==> src/rtl/fft16_pkg.sv <==
// Shared types and helpers for the 16-point FFT frame controller and its bench.
package fft16_pkg;

    localparam int N     = 16;
    localparam int LOG2N = 4;
    localparam int DW    = 17;

    typedef enum logic [1:0] {
        LOAD   = 2'd0,
        LAUNCH = 2'd1,
        WAIT   = 2'd2,
        UNLOAD = 2'd3
    } state_t;

    function automatic logic [LOG2N-1:0] bitrev4(input logic [LOG2N-1:0] x);
        return {x[0], x[1], x[2], x[3]};
    endfunction

    // Lane i of a flattened N*DW parallel bus.
    function automatic logic [DW-1:0] lane(input logic [N*DW-1:0] bus, input int i);
        return bus[i*DW +: DW];
    endfunction

endpackage

==> src/rtl/fft16_frame_ctrl.sv <==
// Frame sequencer: gathers 16 serial samples, launches the parallel FFT datapath,
// captures its results after a fixed latency and streams them back out serially.
//
// state  | meaning
// LOAD   | accepting input samples into the frame buffer
// LAUNCH | one-cycle fft_start pulse, frame stable on fft_in_*
// WAIT   | counting down datapath latency, capture on the last cycle
// UNLOAD | streaming captured results out under valid/ready
module fft16_frame_ctrl
    import fft16_pkg::*;
#(
    parameter int DW         = 17,
    parameter int PIPE_LAT   = 4,
    parameter int BITREV_OUT = 1
) (
    input  logic              clk,
    input  logic              rst,
    input  logic              s_valid,
    output logic              s_ready,
    input  logic [DW-1:0]     s_re,
    input  logic [DW-1:0]     s_im,
    output logic [16*DW-1:0]  fft_in_re,
    output logic [16*DW-1:0]  fft_in_im,
    output logic              fft_start,
    input  logic [16*DW-1:0]  fft_out_re,
    input  logic [16*DW-1:0]  fft_out_im,
    output logic              m_valid,
    input  logic              m_ready,
    output logic [DW-1:0]     m_re,
    output logic [DW-1:0]     m_im,
    output logic [3:0]        m_idx,
    output logic              m_last,
    output logic              busy
);

    localparam logic [3:0] LAT_INIT = 4'(PIPE_LAT);

    state_t     state_q, state_d;
    logic [3:0] in_cnt_q, in_cnt_d;
    logic [3:0] out_cnt_q, out_cnt_d;
    logic [3:0] lat_cnt_q, lat_cnt_d;
    logic       in_we, res_we;
    logic [3:0] out_lane;

    logic [DW-1:0] in_re_q  [16];
    logic [DW-1:0] in_im_q  [16];
    logic [DW-1:0] res_re_q [16];
    logic [DW-1:0] res_im_q [16];

    always_ff @(posedge clk) begin
        if (rst) begin
            state_q   <= LOAD;
            in_cnt_q  <= '0;
            out_cnt_q <= '0;
            lat_cnt_q <= '0;
        end else begin
            state_q   <= state_d;
            in_cnt_q  <= in_cnt_d;
            out_cnt_q <= out_cnt_d;
            lat_cnt_q <= lat_cnt_d;
        end
    end

    always_comb begin
        state_d   = state_q;
        in_cnt_d  = in_cnt_q;
        out_cnt_d = out_cnt_q;
        lat_cnt_d = lat_cnt_q;
        in_we     = 1'b0;
        res_we    = 1'b0;
        case (state_q)
            LOAD: begin
                if (s_valid) begin
                    in_we    = 1'b1;
                    in_cnt_d = in_cnt_q + 4'd1;
                    if (in_cnt_q == 4'd15) state_d = LAUNCH;
                end
            end
            LAUNCH: begin
                lat_cnt_d = LAT_INIT;
                state_d   = WAIT;
            end
            WAIT: begin
                lat_cnt_d = lat_cnt_q - 4'd1;
                if (lat_cnt_q == 4'd1) begin
                    res_we  = 1'b1;
                    state_d = UNLOAD;
                end
            end
            UNLOAD: begin
                if (m_ready) begin
                    out_cnt_d = out_cnt_q + 4'd1;
                    if (out_cnt_q == 4'd15) state_d = LOAD;
                end
            end
            default: state_d = LOAD;
        endcase
    end

    // Input buffer only changes in LOAD, which keeps fft_in_* stable through WAIT.
    always_ff @(posedge clk) begin
        if (rst) begin
            for (int i = 0; i < 16; i++) begin
                in_re_q[i]  <= '0;
                in_im_q[i]  <= '0;
                res_re_q[i] <= '0;
                res_im_q[i] <= '0;
            end
        end else begin
            if (in_we) begin
                in_re_q[in_cnt_q] <= s_re;
                in_im_q[in_cnt_q] <= s_im;
            end
            if (res_we) begin
                for (int i = 0; i < 16; i++) begin
                    res_re_q[i] <= fft_out_re[i*DW +: DW];
                    res_im_q[i] <= fft_out_im[i*DW +: DW];
                end
            end
        end
    end

    for (genvar g = 0; g < 16; g++) begin : g_fft_in
        assign fft_in_re[g*DW +: DW] = in_re_q[g];
        assign fft_in_im[g*DW +: DW] = in_im_q[g];
    end

    assign out_lane  = (BITREV_OUT != 0) ? bitrev4(out_cnt_q) : out_cnt_q;
    assign s_ready   = (state_q == LOAD);
    assign busy      = (state_q != LOAD);
    assign fft_start = (state_q == LAUNCH);
    assign m_valid   = (state_q == UNLOAD);
    assign m_last    = m_valid && (out_cnt_q == 4'd15);
    assign m_idx     = out_cnt_q;
    assign m_re      = res_re_q[out_lane];
    assign m_im      = res_im_q[out_lane];

endmodule
==> config.mk <==
export PLATFORM = sky130hd
export DESIGN_NAME = fft16_frame_ctrl
export DESIGN_NICKNAME = d
export VERILOG_FILES = /design/src/rtl/fft16_pkg.sv /design/src/rtl/fft16_frame_ctrl.sv
export SDC_FILE = /design/constraint.sdc
export NUM_CORES = 1
export LEC_CHECK = 0
export CAP_MARGIN = 5
export CORE_AREA = 2 2 460 462
export DETAILED_ROUTE_END_ITERATION = 8
export DIE_AREA = 0 0 462 464
export GPL_TIMING_DRIVEN = 0
export PLACE_DENSITY_LB_ADDON = 0.08
export SLEW_MARGIN = 20
export SYNTH_ARGS = -nofsm -noshare
export SYNTH_HDL_FRONTEND = slang
export SYNTH_SLANG_ARGS = --single-unit
==> constraint.sdc <==
create_clock -name clk -period 17.7 [get_ports clk]
set_clock_uncertainty 0.2 [all_clocks]
set_input_delay 3.54 -clock clk [delete_from_list [all_inputs] [get_ports clk]]
set_output_delay 3.54 -clock clk [all_outputs]
set_load 0.01 [all_outputs]
==> results of run 1 <==
critical path: stages (launching register included):
cell and delay (ns):
dfxtp_1 0.30, buf_2 0.39, buf_2 0.58, buf_2 0.42, mux4_2 0.39, a22oi_1 0.33, nand2_1 0.17, clkdlybuf4s50_1 0.58
state kept, by name (all words and copies together) (netlist names), named ones only:
signal and count:
in_im_q 272, in_cnt_q 4, lat_cnt_q 4, res_re_q 272, state_q 2, res_im_q 272, m_idx 4, in_re_q 272
per-stage QoR:
| step | hold slack [ns] | setup WS, ns | total power, W | setup TNS (ns) |
|---|---|---|---|---|
| final | 0.302 | 9.97 | 0.00632 | 0 |
| after global routing | 0.351 | 9.82 | 0.00653 | 0 |
| after CTS | 0.303 | 9.73 | 0.00642 | 0 |
| after detailed placement | 0.295 | 9.37 | 0.00360 | 0 |
| after global placement | 0.283 | -8.77 | 0.00364 | -4727.77 |
| after floorplan | 0.262 | 0.559 | 0.00324 | 0 |
path summary, 6_finish.rpt:
kind | slack [ns] | cells past startpoint | start | end
worst max-delay path | 9.97 | 7 | register | m_re[3]
worst min-delay path | 0.30 | 2 | state_q[1] | state_q[1]
worst max register to register | 14.26 | 6 | state_q[0] | in_im_q[2][1]
worst min register to register | 0.30 | 2 | state_q[1] | state_q[1]
metal layers:
layer / wire length [um] / track usage / vias to the layer above
met5: 446 / 0 / -
li1: - / - / 12700
met4: 6960 / 0.0659 / 68
met1: 85600 / 0.236 / 14500
met2: 101000 / 0.320 / 1098
met3: 16600 / 0.0633 / 355
power groups by stage:
stage	sequential (W)	combinational, W	clock [W]
2_1_floorplan	0.00313	0.000102	0
3_3_place_gp	0.00314	0.000497	0
3_5_place_dp	0.00308	0.000525	0
4_1_cts	0.00302	0.000527	0.00287
5_1_grt	0.00303	0.000542	0.00296
6_report	0.00302	0.000512	0.00279
kinds of logic (layout without fill, tap and decap cells):
group | Yosys count | after routing | share of synthesized area
fa+ha+maj | 12 | 12 | 0.00332
xor+xnor | 4 | 4 | 0.000775
flops | 1106 | 1106 | 0.731
compound gates | 96 | 96 | 0.0149
buf+inv | 204 | 1660 | 0.0195
other cells | 0 | 42 | 0
mux | 137 | 137 | 0.0680
simple gates | 1187 | 1187 | 0.163
area by class of cell:
cell class              instances  area share
diodes                         42     0.00159
plain buffers                 195      0.0130
clock buffers                 177      0.0558
clock inverters                74     0.00980
inverters                       9    0.000512
multi-input cells            1436       0.174
flip-flops and latches       1106       0.501
well taps                    2805      0.0532
repair buffers               1205       0.192
synth_stat cells, drive strengths merged:
library cell and instances:
edfxtp 1088, and2 885, nor2b 206, mux4 136, clkbuf 126, buf 69, a22oi 68, nand2 44
nor2 20, dfxtp 18, o21ai 15, ha 12, inv 9, a21oi 8, nand3 7, nand4b 5
nor3 5, or2 4, nand2b 3, xor2 3, nand4 2, or3 2, a211o 1, a222oi 1
a41o 1, and4 1, mux2i 1, nand3b 1, nand4bb 1, o211a 1, o31a 1, or3b 1
xnor2 1
==> reports/results.env, run 1 <==
SYN_INST=2746
POST_SYNTH_MAIN_AREA_CONTRIBUTORS='edfxtp_1, and2_1, mux4_2, nor2b_1, a22oi_1'
ROUTE.DETAILED.VIAS_PER_INST=4.07
RUN_STATUS='complete, no violations'
CTS_INSERTED_BUFFERS=140
HOLD_BUFFERS=0
FINAL-SETUP-VIOL-COUNT=0
POWER_PER_CELL_AREA_nW_PER_UM2=95.8
NUMBER_OF_GLOBAL_ROUTE_VIAS_BEFORE_REPAIR=30100
DRT-PASS1-ITER-COUNT=5
CLOCK-ROOT-BUFFER='clkbuf_16'
FRACTION_OF_POWER_CONSUMED_BY_SEQUENTIAL_LOGIC=0.478
CTS_SINKS=1106
GR-USAGE-ALL-LAYERS=0.194
P_SWITCHING_W=0.00148
H-TREE-DEPTH=4
YOSYS_WARNINGS=0
SYNTH_TOP_AREA_FRAC=0.723
PLACED_CELLS_INCL_TAPS=6755
AREA_OCCUPIED_BY_REGISTERS_UM2=33000
ROUTE.ANTENNA.REMAINING_NETS=0
YOSYSSEQAREASHARE=0.731
MAPPEDNETLISTAREA_UM2=45200
LAYOUT_CELL_SHARE_WITH_DRIVE_STRENGTH_BEYOND_1=0.107
FINALWORSTPATHREQUIREDPERIOD_NS=7.73
MIN_PERIOD_OVER_PERIOD=0.436
SYNTH_FP_NETS=3340
REQUIRED_NS=13.96
DIE_HEIGHT_UM=464
FINALNETCOUNT=4687
IO_BUFFER_COUNT=1167
PATH_CLASS='register to output pin'
REPORT.FINAL.SLEW_VIOL_COUNT=0
LARGEST_NET_DEGREE_AT_THE_START_OF_GLOBAL_ROUTING=53
POST_CTS.REPAIR.SETUP_BUFFERS=0
SYNTH_TOP_AREA_CELL='edfxtp_1'
CLOCK_LATENCY_NS=0.77
GLOBALPLACE.CONGESTION=0.801
DIEWIDTH_UM=462
CLOCK_POWER_SHARE=0.441
DEEPEST_CLOCK_PATH_BUFFER_COUNT=3
FIN_AREA_UM2=66000
FINALHOLDVIOLCOUNT=0
HPWL_MM=164
POST-ROUTE-DRC-COUNT=0
POST_DRT_WL_PER_CELL_UM=29.9
FIN_UTIL=0.315
CRIT_PATH_START_KIND='register'
ROUTED_WIRELENGTH_MM=211
FINAL_CELL_MIX='clkdlybuf4s50_1, edfxtp_1, and2_1, nor2b_1, clkbuf_1'
SW_FRAC_OF_TOTAL=0.234
SYNTHTOLAYOUTAREAGROWTH_PCT=46.0
ANTENNA_FOUND_INITIAL=122
FILLCELLCOUNT=20900
DETAILED_ROUTE_VIA_COUNT=28700
DRT_ITER0_MARKERS=2095
MULTIINPUTGATEAREA_UM2=11500
FLOORPLAN.INITIALDENSITY=0.216
FLOORPLAN.CORE_AREA_UM2=209000
MAX_CAP_VIOLATIONS=0
CTS_RESIZED=0
DIE_AREA_UM2=214000
IRDROPWORSTVDD_V=0.0000822
FLOORPLAN.IO_PINS=1169
RSZ_0062_RAISED_AFTER_GLOBAL_ROUTING='no'
COMBINATIONAL_SHARE_OF_POWER=0.081
SYNTH-SEQ-CELLS=1106
FINISH.CELL_COUNT_WITHOUT_FILLERS=7049
CTS.CLK_SLEW.WORST_PATHS_NS=0.05
CRITPATHCAPTURETYPE='output pin'
GRT_OVERFLOW_TOTAL=0
CRIT_PATH_MAX_FANOUT=10
TIMING.HOLD.WORST.CLASS='register to register'
LEAKAGEPOWER_nW=23.2
MAX-SLEW-MARGIN-REL=0.293
GRT_FIRST_PASS_WIRELENGTH_MM=278
FINAL_COMMON_CELL='clkdlybuf4s50_1'
PLACEMENT_STAGE_CELL_AREA_UM2=61500
ROW_COUNT=168
MAX_FREQ_MHz=129
INTERNAL_POWER_W=0.00484
POSTSYNTHAREAPERCELL_UM2=16.5
CRIT_ARRIVAL_NS=3.99
CTS_TREE='built'
YOSYSUNIQUECELLTYPES=40
WORST_TRAN_PIN_VALUE_NS=1.06
(Power assumes the default switching activity.)
==> run 2: changes to the inputs <==
- clock period: 17.7 -> 6.95 ns (I/O delays scaled with it)
==> reports/results.env, run 2 (synthesized netlist as in run 1, its figures left out) <==
INTERNAL_POWER_W=0.0123
DRT-PASS1-ITER-COUNT=5
DETAIL_ROUTE.WIRELENGTH.MET1_MM=77.6
PATH_CLASS='register to output pin'
LARGEST_NET_DEGREE_AT_THE_START_OF_GLOBAL_ROUTING=95
CRIT_PATH_START_KIND='register'
FLOORPLAN.IO_PINS=1169
POWER_PER_CELL_AREA_nW_PER_UM2=244
MAX-SLEW-MARGIN-REL=0.256
FIN_AREA_UM2=65700
TOP_LAYER='met5'
DIE_HEIGHT_UM=464
CTS_TREE='built'
REQUIRED_NS=5.36
WORST_TRAN_PIN_VALUE_NS=1.12
ROUTED_WIRELENGTH_MM=209
WL_MET3_MM=17.0
MIN_PERIOD_OVER_PERIOD=0.840
PLACEMENT_STAGE_CELL_AREA_UM2=61300
CLOCK_POWER_SHARE=0.440
FRACTION_OF_POWER_CONSUMED_BY_SEQUENTIAL_LOGIC=0.480
LEAKAGEPOWER_nW=23.1
FINAL_CRITICAL_PATH_SETUP_SLACK_NS=1.11
CRITPATHCAPTURETYPE='output pin'
ANTENNA_FOUND_INITIAL=111
CTS.CLK_SLEW.WORST_PATHS_NS=0.06
CTS_SINKS=1106
FINALNETCOUNT=4676
IRDROPWORSTVDD_V=0.000247
CRIT_PATH_MAX_FANOUT=10
POST_DRT_WL_PER_CELL_UM=29.7
NUMBER_OF_GLOBAL_ROUTE_VIAS_BEFORE_REPAIR=29800
DETAILED_ROUTE_VIA_COUNT=28400
DIEWIDTH_UM=462
MAX_CAP_VIOLATIONS=0
RUN_STATUS='complete, no violations'
ROUTE.DETAILED.VIAS_PER_INST=4.04
LAYOUT_CELL_SHARE_WITH_DRIVE_STRENGTH_BEYOND_1=0.105
IO_BUFFER_COUNT=1167
CLOCK_LATENCY_NS=0.77
ROW_COUNT=168
CTS_INSERTED_BUFFERS=140
CTS_RESIZED=0
FIN_TOTAL_PWR_W=0.0160
GLOBALPLACE.CONGESTION=0.780
FLOORPLAN.INITIALDENSITY=0.216
DETAILROUTE.WIRELENGTH.MET2_MM=107
CLOCK-ROOT-BUFFER='clkbuf_16'
POST-ROUTE-DRC-COUNT=0
GRT_OVERFLOW_TOTAL=0
FINAL-SETUP-VIOL-COUNT=0
SYNTHTOLAYOUTAREAGROWTH_PCT=45.3
FINAL_CELL_MIX='clkdlybuf4s50_1, edfxtp_1, and2_1, nor2b_1, clkbuf_1'
GRT_FIRST_PASS_WIRELENGTH_MM=274
HOLD_BUFFERS=0
PLACE_WORST_SETUP_SLACK_NS=0.620
CRIT_ARRIVAL_NS=4.25
MAX_FREQ_MHz=171
SW_FRAC_OF_TOTAL=0.233
GR-USAGE-ALL-LAYERS=0.191
DIE_AREA_UM2=214000
FLOORPLAN.CORE_AREA_UM2=209000
REPORT.FINAL.SLEW_VIOL_COUNT=0
DEEPEST_CLOCK_PATH_BUFFER_COUNT=3
P_SWITCHING_W=0.00374
FILLCELLCOUNT=20900
H-TREE-DEPTH=4
FINALHOLDVIOLCOUNT=0
FINALWORSTPATHREQUIREDPERIOD_NS=5.84
TIMING.HOLD.WORST.CLASS='register to register'
ROUTE.ANTENNA.REMAINING_NETS=0
RSZ_0062_RAISED_AFTER_GLOBAL_ROUTING='no'
COMBINATIONAL_SHARE_OF_POWER=0.080
DRT_ITER0_MARKERS=1843
FINAL_COMMON_CELL='clkdlybuf4s50_1'
HPWL_MM=163
POST_CTS.REPAIR.SETUP_BUFFERS=0
## run 2: layout make-up
cell class                      instances  area, um2  share of cell area
Timing Repair Buffer                 1194      12400               0.189
Clock inverter                         67        556             0.00846
Tap cell                             2805       3510              0.0534
Multi-Input combinational cell       1436      11500               0.174
Buffer                                195        860              0.0131
Sequential cell                      1106      33000               0.503
Clock buffer                          179       3790              0.0577
Antenna cell                           28       70.1             0.00107
Inverter                                9       33.8            0.000514
## run 2: final timing paths
path	from	slack, ns	cells after the start	to
worst max register to register	state_q[0]	3.38	8	res_im_q[6][1]
worst min-delay path	lat_cnt_q[1]	0.30	2	lat_cnt_q[1]
worst max-delay path	register	1.11	7	m_im[0]
worst min register to register	lat_cnt_q[1]	0.30	2	lat_cnt_q[1]
## run 2: stage by stage
| step | utilization | hold slack [ns] | setup TNS (ns) | std cells |
|---|---|---|---|---|
| 2_1_floorplan | - | 0.262 | 0 | 2746 |
| 3_3_place_gp | 0.289 | 0.293 | -2609.14 | 6718 |
| 3_5_place_dp | 0.293 | 0.290 | 0 | 6745 |
| 4_1_cts | 0.314 | 0.298 | 0 | 6991 |
| 5_1_grt | 0.314 | 0.311 | 0 | 7005 |
| 6_report | 0.314 | 0.298 | 0 | 7019 |
## run 2: power groups by stage
stage          clock [W]  combinational (W)  sequential [W]
2_1_floorplan          0           0.000259         0.00792
3_3_place_gp           0            0.00127         0.00791
3_5_place_dp           0            0.00133         0.00784
4_1_cts          0.00729            0.00133         0.00771
5_1_grt          0.00750            0.00136         0.00773
6_report         0.00706            0.00129         0.00770
## run 2: critical path: stages, from the launching register on
cell	delay [ns]
dfxtp_1	0.31
buf_2	0.50
buf_2	0.64
buf_2	0.53
mux4_2	0.38
a22oi_1	0.41
nand2_1	0.09
clkdlybuf4s50_1	0.58
## run 2: per-layer routing
layer  global-route usage  vias up
li1                     -    12700
met1                0.210    14100
met2                0.339     1100
met3               0.0683      369
met4               0.0647       98
met5                    0        -
==> run 3: changes to the inputs <==
- CORE_AREA: 2 2 460 462 -> 2 2 449 451
- DIE_AREA: 0 0 462 464 -> 0 0 451 453
- clock period: 6.95 -> 6.1 ns (I/O delays scaled with it)
==> reports/results.env, run 3 (synthesized netlist as in run 1, its figures left out) <==
POST_CTS.REPAIR.SETUP_BUFFERS=0
FLOORPLAN.CORE_AREA_UM2=199000
CRITPATHMAXSTAGEDELAY_NS=0.58
GLOBALPLACE.CONGESTION=0.787
ANTENNA_FOUND_INITIAL=101
IRDROPWORSTVDD_V=0.000279
FINAL_COMMON_CELL='clkdlybuf4s50_1'
FIN_UTIL=0.328
RSZ_0062_RAISED_AFTER_GLOBAL_ROUTING='no'
R2R_START='state_q[0]'
WORST_PATH_MOST_REPEATED_CELL='buf_2'
GR-USAGE-ALL-LAYERS=0.195
FINAL_CELL_MIX='clkdlybuf4s50_1, edfxtp_1, and2_1, nor2b_1, clkbuf_1'
MIN_PERIOD_OVER_PERIOD=0.894
DRT_ITER0_MARKERS=1863
POWER_PER_CELL_AREA_nW_PER_UM2=278
DETAILED_ROUTE_VIA_COUNT=28300
DRT-PASS1-ITER-COUNT=4
POST-ROUTE-DRC-COUNT=0
CPLARGESTDELAYFAMILY='buffers and inverters'
HPWL_MM=158
FINAL-SETUP-VIOL-COUNT=0
IO_BUFFER_COUNT=1167
DIEWIDTH_UM=451
CLOCK_LATENCY_NS=0.77
SLOWEST_LIBRARY_CELL_ON_THE_WORST_PATH='clkdlybuf4s50_1'
CTS_INSERTED_BUFFERS=139
ROUTED_WIRELENGTH_MM=202
HOLD_BUFFERS=0
MULTIINPUTGATEAREA_UM2=11400
DIE_HEIGHT_UM=453
ROUTE.ANTENNA.REMAINING_NETS=0
REQUIRED_NS=4.68
ROW_COUNT=164
CTS_TREE='built'
FINALWORSTPATHREQUIREDPERIOD_NS=5.46
ROUTE.DETAILED.VIAS_PER_INST=4.12
TIMING.HOLD.WORST.CLASS='register to register'
FINALNETCOUNT=4674
DIE_AREA_UM2=204000
PATH_DEPTH=7
FLOORPLAN.IO_PINS=1169
CP_CELL_SEQUENCE='buf_2 -> buf_2 -> buf_2 -> mux4_2 -> a22oi_1 -> nand2_1 -> clkdlybuf4s50_1'
AREA_OCCUPIED_BY_REGISTERS_UM2=33000
LAYOUT_CELL_SHARE_WITH_DRIVE_STRENGTH_BEYOND_1=0.106
SYNTHTOLAYOUTAREAGROWTH_PCT=44.8
DEEPEST_CLOCK_PATH_BUFFER_COUNT=3
RUN_STATUS='complete, no violations'
GRT_OVERFLOW_TOTAL=0
CRIT_ARRIVAL_NS=4.04
FLOORPLAN.INITIALDENSITY=0.227
CRIT_PATH_MAX_FANOUT=10
CRIT_PATH_START_KIND='register'
CRITPATHCAPTURETYPE='output pin'
FIN_TOTAL_PWR_W=0.0182
WORST_R2R_PATH_DEPTH=6
CTS.CLK_SLEW.WORST_PATHS_NS=0.06
MAX-SLEW-MARGIN-REL=0.285
WORST_TRAN_PIN_VALUE_NS=1.07
H-TREE-DEPTH=4
CTS_RESIZED=0
MAX_FREQ_MHz=183
NUMBER_OF_GLOBAL_ROUTE_VIAS_BEFORE_REPAIR=29700
CRITICAL_PATH.N_BUFFERS_INVERTERS=4
CTS_SINKS=1106
CLOCK-ROOT-BUFFER='clkbuf_16'
LARGEST_NET_DEGREE_AT_THE_START_OF_GLOBAL_ROUTING=84
MAX_CAP_VIOLATIONS=0
FINALHOLDVIOLCOUNT=0
PATH_CLASS='register to output pin'
HP-START='state_q[1]'
REPORT.FINAL.SLEW_VIOL_COUNT=0
GRT_FIRST_PASS_WIRELENGTH_MM=269
LEAKAGEPOWER_nW=23.1
POST_DRT_WL_PER_CELL_UM=29.5
FILLCELLCOUNT=19700
HOLD_PATH_DEPTH=2
-- run 3: changes by cell type in the layout (fill, tap and decap cells not counted), moves of 4 or more --
cell      delta
clkinv_2     +7
nor2_2       -4
diode_2      -5
clkinv_1     -5
nor2_1       +4
-- run 3: layout make-up --
| class | instances | area share |
|---|---|---|
| Timing Repair Buffer | 1193 | 0.189 |
| Multi-Input combinational cell | 1436 | 0.175 |
| Clock inverter | 69 | 0.00899 |
| Sequential cell | 1106 | 0.505 |
| Antenna cell | 23 | 0.000880 |
| Clock buffer | 176 | 0.0566 |
| Tap cell | 2656 | 0.0508 |
| Buffer | 195 | 0.0132 |
| Inverter | 9 | 0.000516 |
-- run 3: worst paths after layout --
path / endpoint / slack (ns)
worst min register to register: state_q[1] / 0.31
worst min-delay path: state_q[1] / 0.31
worst max-delay path: m_im[0] / 0.64
worst max register to register: in_re_q[0][5] / 2.41
-- run 3: stage by stage --
step | cell area [um2] | cells | setup TNS, ns | setup WS, ns | hold slack [ns]
floorplan | 45200 | 2746 | 0 | 1.28 | 0.262
global placement | 60200 | 6569 | -1565.60 | -2.32 | 0.295
detailed placement | 61100 | 6595 | 0 | 0.140 | 0.298
CTS | 65400 | 6840 | 0 | 0.217 | 0.308
global route | 65400 | 6859 | 0 | 0.264 | 0.344
finish | 65400 | 6863 | 0 | 0.644 | 0.305
-- run 3: routing by layer --
layer  up-vias  wire length (um)  global-route usage
li1      12600                 -                   -
met1     14200             74800               0.213
met2      1077            110000               0.365
met3       344             11700              0.0499
met4        50              5700              0.0588
met5         -               312                   0
-- run 3: power by group --
group	switching (W)	leakage [nW]	internal (W)	total, W
logic	0.000703	9.72	0.000743	0.00145
clock network	0.00340	2.09	0.00456	0.00796
registers	0.0000968	11.2	0.00868	0.00877
-- run 3: worst min-delay path: stages, from the launching register on --
cell,delay (ns)
dfxtp_1,0.34
nand2_1,0.06
mux2i_1,0.05
